$ cat src/rtl/hamming_sequenciador.sv
// Purpose: sequences 16-bit test words through the Hamming(15,11) encode/inject/correct datapath, checks the result and keeps pass/fail counts.
// Latency: dp_* registered on the accept edge; result (out_valid) rises LATENCIA cycles after the accept edge.
// Backpressure: one vector in flight; in_ready stays low until the consumer takes the result (out_valid && out_ready).
// Optional build: define HAMMING_AUTOERRO_EN to always inject, with positions from an internal 0..14 counter.
module hamming_sequenciador #(
    parameter int LATENCIA = 1,   // settle cycles, legal 1..15
    parameter int CONT_W   = 16
) (
    input  logic              clk,
    input  logic              rst_n,
    input  logic              in_valid,
    output logic              in_ready,
    input  logic [15:0]       in_dado,
    output logic [10:0]       dp_entrada,
    output logic [3:0]        dp_n,
    output logic              dp_erro,
    input  logic [10:0]       dp_saida,
    output logic              out_valid,
    input  logic              out_ready,
    output logic [10:0]       res_dado,
    output logic [10:0]       res_saida,
    output logic              res_ok,
    output logic              res_n_invalido,
    input  logic              limpa,
    output logic [CONT_W-1:0] cnt_total,
    output logic [CONT_W-1:0] cnt_falha
);

    typedef enum logic [1:0] {
        OCIOSO    = 2'd0,
        ESPERA    = 2'd1,
        RESULTADO = 2'd2
    } estado_t;

    localparam logic [3:0]        LAT_FIM = 4'(LATENCIA);
    localparam logic [CONT_W-1:0] CNT_UM  = {{(CONT_W-1){1'b0}}, 1'b1};
    localparam logic [CONT_W-1:0] CNT_MAX = '1;

    estado_t    estado;
    logic [3:0] espera_cnt;
    logic       n_inv_lat;

    logic       aceita;
    logic       captura;
    logic       captura_ok;
    logic [3:0] n_sel;
    logic       erro_sel;
    logic       n_inv_sel;

    // in_ready is only high in OCIOSO, so a handshake always starts a new vector
    assign aceita     = in_valid && in_ready;
    // the k-th ESPERA edge sees espera_cnt == k-1; capture on the LATENCIA-th one
    assign captura    = (estado == ESPERA) && ((espera_cnt + 4'd1) == LAT_FIM);
    assign captura_ok = (dp_saida == dp_entrada);

`ifdef HAMMING_AUTOERRO_EN
    logic [3:0] pos_cnt;
    logic       unused_autoerro;

    // the vector's position/flag field is not used when positions are generated internally
    assign unused_autoerro = ^in_dado[4:0];

    // choose injection position from the internal counter, always inject
    always_comb begin
        n_sel     = pos_cnt;
        erro_sel  = 1'b1;
        n_inv_sel = 1'b0;
    end

    // position counter advances per accepted vector and skips 15 (no such codeword bit)
    always_ff @(posedge clk or negedge rst_n) begin
        if (!rst_n) begin
            pos_cnt <= 4'd0;
        end else if (aceita) begin
            pos_cnt <= (pos_cnt == 4'd14) ? 4'd0 : pos_cnt + 4'd1;
        end
    end
`else
    // position and inject flag come from the vector; n=15 has no codeword bit, so suppress injection and flag it
    always_comb begin
        n_sel     = in_dado[4:1];
        erro_sel  = in_dado[0] && (in_dado[4:1] != 4'd15);
        n_inv_sel = in_dado[0] && (in_dado[4:1] == 4'd15);
    end
`endif

    // control FSM: registers datapath drive on accept, samples result after settle, holds it until taken
    always_ff @(posedge clk or negedge rst_n) begin
        if (!rst_n) begin
            estado         <= OCIOSO;
            in_ready       <= 1'b1;
            out_valid      <= 1'b0;
            dp_entrada     <= 11'd0;
            dp_n           <= 4'd0;
            dp_erro        <= 1'b0;
            res_dado       <= 11'd0;
            res_saida      <= 11'd0;
            res_ok         <= 1'b0;
            res_n_invalido <= 1'b0;
            espera_cnt     <= 4'd0;
            n_inv_lat      <= 1'b0;
        end else begin
            case (estado)
                OCIOSO: begin
                    if (aceita) begin
                        dp_entrada <= in_dado[15:5];
                        dp_n       <= n_sel;
                        dp_erro    <= erro_sel;
                        n_inv_lat  <= n_inv_sel;
                        espera_cnt <= 4'd0;
                        in_ready   <= 1'b0;
                        estado     <= ESPERA;
                    end
                end
                ESPERA: begin
                    if (captura) begin
                        res_saida      <= dp_saida;
                        res_dado       <= dp_entrada;
                        res_ok         <= captura_ok;
                        res_n_invalido <= n_inv_lat;
                        out_valid      <= 1'b1;
                        estado         <= RESULTADO;
                    end else begin
                        espera_cnt <= espera_cnt + 4'd1;
                    end
                end
                RESULTADO: begin
                    // out_valid falls and in_ready rises on the same edge: no overlap between vectors
                    if (out_ready) begin
                        out_valid <= 1'b0;
                        in_ready  <= 1'b1;
                        estado    <= OCIOSO;
                    end
                end
                default: begin
                    out_valid <= 1'b0;
                    in_ready  <= 1'b1;
                    estado    <= OCIOSO;
                end
            endcase
        end
    end

    // saturating statistics; limpa wins over a same-cycle capture and leaves the FSM alone
    always_ff @(posedge clk or negedge rst_n) begin
        if (!rst_n) begin
            cnt_total <= '0;
            cnt_falha <= '0;
        end else if (limpa) begin
            cnt_total <= '0;
            cnt_falha <= '0;
        end else if (captura) begin
            if (cnt_total != CNT_MAX) begin
                cnt_total <= cnt_total + CNT_UM;
            end
            if (!captura_ok && (cnt_falha != CNT_MAX)) begin
                cnt_falha <= cnt_falha + CNT_UM;
            end
        end
    end

endmodule

$ cat config.mk
export PLATFORM = sky130hd
export DESIGN_NAME = hamming_sequenciador
export DESIGN_NICKNAME = d
export VERILOG_FILES = /design/src/rtl/hamming_sequenciador.sv
export SDC_FILE = /design/constraint.sdc
export NUM_CORES = 1
export LEC_CHECK = 0
export CAP_MARGIN = 20
export CORE_MARGIN = 3
export CORE_UTILIZATION = 49
export CTS_CLUSTER_SIZE = 14
export DETAILED_ROUTE_END_ITERATION = 12
export GPL_ROUTABILITY_DRIVEN = 0
export PLACE_DENSITY = 0.81
export RECOVER_POWER = 25
export SLEW_MARGIN = 15
export SYNTH_ARGS = -nofsm -noshare
export SYNTH_HDL_FRONTEND = slang
export SYNTH_SLANG_ARGS = --single-unit
$ cat constraint.sdc
create_clock -name clk -period 2.9 [get_ports clk]
set_input_delay 0.58 -clock clk [delete_from_list [all_inputs] [get_ports clk]]
set_output_delay 0.58 -clock clk [all_outputs]
set_load 0.05 [all_outputs]
## Word-level counts from Yosys, hierarchy flattened

Cells that the tools add are included.

| word-level totals | value |
|---|---|
| register bits | 81 |
| latch bits | 0 |
| bits in writable memories | 0 |
| ROM bits | 0 |
| input port bits | 32 |
| memories | 0 |

| operators by class | value |
|---|---|
| add/subtract/negate cells | 3 |
| multipliers | 0 |
| divide/modulo/power cells | 0 |
| $lt $le $gt $ge | 0 |
| equal/unequal tests | 12 |
| shift operators | 0 |
| multiplexer cells | 19 |
| bitwise logic cells | 2 |
| reduce and logical (&&, ||, !) cells | 19 |

Operator list:

| cell | number |
|---|---|
| $mux 16 | 6 |
| $add 16x1->16 const B | 2 |
| $ne 16x16->1 const B | 2 |
| $reduce_and 3->1 | 4 |
| $eq 11x11->1 | 1 |
| $mux 4 | 2 |
| $ne 2x2->1 const B | 4 |
| $pmux 4 s2 | 1 |
| $reduce_and 2->1 | 4 |
| $reduce_bool 2->1 | 4 |
| $mux 2 | 3 |
| $pmux 1 s3 | 2 |
| $pmux 2 s3 | 1 |
| $logic_and 1x1->1 | 5 |
| $add 4x1->4 const B | 1 |
| $eq 4x1->1 const B | 1 |
| $eq 4x4->1 const B | 1 |
| $mux 1 | 4 |
| $ne 4x4->1 const B | 1 |
| $eq 2x1->1 const B | 1 |
| $eq 2x2->1 const B | 1 |
| $logic_not 2->1 | 1 |
| $not 1->1 | 2 |
| $logic_not 1->1 | 1 |

## Depth between registers and ports, before layout

| logic depth | value |
|---|---|
| depth after elaboration | 6 |
| gate-level depth with buffers | 8 |
| depth with buffers taken out | 6 |

## Least setup slack after synthesis

No wires, ideal clock.

| timing | value |
|---|---|
| path kind | flip-flop to flip-flop |
| start | register cnt_total[0] |
| end | register cnt_total[6] |
| arrival time | 2.142 ns |
| slack | 0.639 ns |
| cell stages (with the launch flop) | 9 |
| buffers on the path | 2 |
| clock period less this slack | 2.261 ns |
| path through | dfrtp_1 ha_1 nand2_1 nor3_2 and2_1 buf_2 buf_4 nor4_1 o21ba_1 |

| on the way | value |
|---|---|
| cells in the longest elaborated chain, start to end | 4 |

RTL lines:

| item | line | RTL |
|---|---|---|
| from (decl) | 25 | `output logic [CONT_W-1:0] cnt_total,` |
| from (signal assigned) | 154 | `cnt_total <= cnt_total + CNT_UM;` |
| $add 16x1->16 | 154 |  |
| $mux 16 | 153 | `if (cnt_total != CNT_MAX) begin` |
| $mux 16 | 152 | `end else if (captura) begin` |
| $mux 16 | 149 | `end else if (limpa) begin` |

Parallel ways exist; a longest one is shown, timed or not. The select of a mux whose other input is x is not followed.
A chain may end at the register's enable or synchronous reset.

## Final worst setup path

| timing | value |
|---|---|
| start | register espera_cnt[0] |
| end | register cnt_total[8] |

| on the way | value |
|---|---|
| cells in the longest elaborated chain, start to end | 5 |

RTL lines:

| item | line | RTL |
|---|---|---|
| from (decl) | 40 | `logic [3:0] espera_cnt;` |
| from (signal assigned) | 124 | `espera_cnt <= espera_cnt + 4'd1;` |
| $add 4x1->4 | 53 | `assign captura = (estado == ESPERA) && ((espera_cnt + 4'd1) == LAT_FIM);` |
| $eq 4x1->1 | 53 |  |
| $logic_and 1x1->1 | 53 |  |
| $reduce_bool 2->1 (no line) | n/a |  |
| $reduce_and 2->1 (no line) | n/a |  |

Every way passes these cells.

==> results.yml <==
floorplanning:
  coreArea_mm2: 0.007807
  die_x_um: 96.37
  die_height_um: 96.37
  row_count: 32
  die-area_mm2: 0.009286
  start_util_pct: 51.25
  io_pins: 106
global_routing:
  grt_max_degree: 53
  antenna_found_initial: 0
  grt_pass1_wl_um: 16010
  grt_pass1_vias: 3295
  grt.total_usage_pct: 22.35
  gr-total-overflow: 0
power_and_ir_drop:
  p_per_area_mw_per_mm2: 822.1
  ir_worst_vdd_mv: 0.8144
  leakagePower_nw: 2.238
  power_mw: 4.414
route:
  viasPerCell: 5.676
  avgRoutedWirePerCell_um: 16.52
  detail-route-antenna-nets: 0
  drcViolationCount: 0
  dr_total_vias: 3417
  firstDrtPassIters: 4
  drt_wl_total_um: 9946
  first_iter_violations: 152
sta:
  min_period_over_period_pct: 82.71
  hold_violations: 0
  setup_viol: 0
  slew_headroom_pct: 10.36
  rsz0062_at_grt: "no"
  fmax_mhz: 416.9
  setup_tns_ns: 0
  whs_ns: 0.4949
  tightest_slew_ns: 1.345
  period_needed_ns: 2.399
  finClkSkew_ns: 0.008799
  maxSlewViolCount: 0
synthesis:
  async_flop_share_pct: 100.0
  synth_top_area_share_pct: 50.03
  synth_top_area_cell: "dfrtp_1"
  synth_nets: 425
  synthesis.area_mm2: 0.004001
  syn_area_per_cell_um2: 10.29
  ys_seq_elements: 81
  syn_inst: 389
  synth_edf_count: 0
  synth_area_leaders: "dfrtp_1, mux2_2, nand2_1, or4_1, o31ai_1"
  synth_ff_type: "dfrtp_1"
  synth_cell_types: 46
  ys_warn_count: 0
  synth-seq-area-share_pct: 50.69
clock_tree:
  post_cts.repair.setup_buffers: 0
  cts_max_path_buffers: 2
  htreeDepth: 3
  tritoncts: "yes"
  clock_sinks: 81
  path_clk_slew_ns: 0.08
  clock_latency_ns: 0.34
  cts_resized: 0
  hold_buffers: 0
  cts_made_buffers: 9
  cts_root_buffer: "clkbuf_8"
min_path:
  whs_path_depth: 2
  hold_start: "dp_n[3]"
  holdPathEnd: "dp_n[3]"
  worstHoldPathType: "reg2reg"
finish:
  n_fill_cell: 635
  areaGrowthSynthToFinish_pct: 34.18
  instances_no_fill: 602
  seq_area_mm2: 0.002028
  drive_gt1_share_pct: 12.40
  multi_input_area_mm2: 0.001867
  nets: 531
  utilization_pct: 68.77
  antenna_cells: 0
critical_path:
  cp_data_required_time_ns: 3.15
  crit_chain: "ha_1, nor3_1, o21ai_4, buf_4, or4_1, a21oi_1"
  r2r-end: "cnt_total[8]"
  path_class: "reg2reg"
  ff2ff_path_depth: 6
  slowest_stage: "or4_1"
  crit_fanout: 25
  start_kind: "register"
  reg2reg_slack_ns: 0.50
  timing.rr.start: "espera_cnt[0]"
  slowest_delay_ns: 0.54
  cp-end-kind: "register"
  arrival_ns: 2.65
placement:
  dp_cells: 586
  hpwlAfterDp_um: 7075
  io_buffers: 105
flow_run:
  drv_cap: 0
status:
  status: "complete, no violations"
## state kept, by name (all words and copies together), names as in the netlist
name            cells
cnt_falha          16
cnt_total          16
dp_entrada         11
res_dado           11
res_saida          11
dp_n                4
espera_cnt          4
estado              2
dp_erro             1
in_ready            1
n_inv_lat           1
out_valid           1
res_n_invalido      1
res_ok              1
## power by group
| group | switching (mW) | leakage [nW] | internal [mW] |
|---|---|---|---|
| Combinational | 1.24 | 1.07 | 0.699 |
| Clock | 0.398 | 0.103 | 0.444 |
| Sequential | 0.236 | 1.06 | 1.40 |
| Total | 1.87 | 2.24 | 2.54 |
## routing by layer
metal  GRT usage, %  routed length (um)  share of wire, %
met5              0                   0                 0
met4          7.009                 115               1.2
met3          8.444                 935               9.4
met2          35.54                4756                48
met1          28.24                4139                42
## synthesized netlist by cell type, types with 2 or more instances
master     n
a21oi_1   23
dfrtp_1   80
o21ai_1    2
nor3_1     5
nor4_1     6
or3_1      3
mux2_1     5
nor3_2     2
and2_1     4
nor2b_1   10
and3_1     2
mux2_2    29
nand2_1   59
nand3_1   10
and3b_1    2
o41ai_1    2
buf_2      5
inv_1      8
o31ai_1   16
o21ai_0    8
or4_1     18
mux2i_1    2
nor2_1    17
nand4_1   13
clkbuf_1  13
ha_1       4
xnor2_1   12
nand2b_1   5
nand3b_1   2
nor4b_1    3
and4_1     4
## worst max-delay path by stage
stage	slack (ns)	end	startpoint	cells after the start
finish	0.50	cnt_total[8]	espera_cnt[0]	6
CTS	0.50	cnt_total[8]	espera_cnt[0]	6
detailed placement	0.50	cnt_falha[5]	dp_saida[8]	7
floorplan	0.64	cnt_total[6]	cnt_total[0]	8
global placement	0.55	cnt_falha[5]	dp_saida[4]	7
global route	0.35	cnt_falha[5]	espera_cnt[0]	6
## layout make-up
type	count	share of cell area [%]
Tap cell	102	2.377
Clock buffer	13	2.960
Sequential cell	81	37.78
Multi-Input combinational cell	280	34.77
Inverter	8	0.5593
Clock inverter	3	0.7457
Timing Repair Buffer	115	20.81
## through the flow
step           cell area [um^2]  setup slack [ns]
6_report                   5369            0.5014
3_5_place_dp               5176            0.4985
5_1_grt                    5369            0.3455
4_1_cts                    5375            0.4996
3_3_place_gp               5176            0.5468
2_1_floorplan              4001            0.6390
## worst max-delay path, delay by kind of cell (launching register included)
| family | cells | cell delay [ns] |
|---|---|---|
| DFF | 1 | 0.45 |
| AOI/OAI and AO/OA | 2 | 0.31 |
| buffers and inverters | 1 | 0.23 |
| adders and majority gates | 1 | 0.26 |
| and+or+nand+nor | 2 | 1.06 |
## placed cells by master (no fill, tap or decap), types with 2 or more instances in the layout
cell	instances
dfrtp_1	80
nand3_1	10
o41ai_1	2
nor4b_1	3
a21oi_1	23
and3_1	2
and4_1	4
clkdlybuf4s50_1	104
o31ai_1	16
nor2b_1	10
ha_1	4
clkbuf_8	11
nand2b_1	5
xnor2_1	12
inv_1	8
buf_4	9
nor4_1	6
nand2_1	59
clkbuf_1	3
nand3b_1	2
and2_1	4
or4_1	18
and3b_1	2
nor2_1	17
nor3_1	4
clkinv_2	2
o21ai_0	8
mux2_1	5
mux2_2	29
or3_1	3
nand4_1	13
mux2i_1	2
nor3_2	3
## kinds of logic (layout without fill, tap and decap cells)
group,after synthesis,count (layout),synth area share [%]
compound gates,60,60,9.694
mux,36,36,10.07
fa+ha+maj,4,4,1.251
buf+inv,28,139,3.064
simple gates,168,168,22.61
xor+xnor,12,12,2.627
flops,81,81,50.69
No activity file was read; power rests on OpenSTA's default activity.
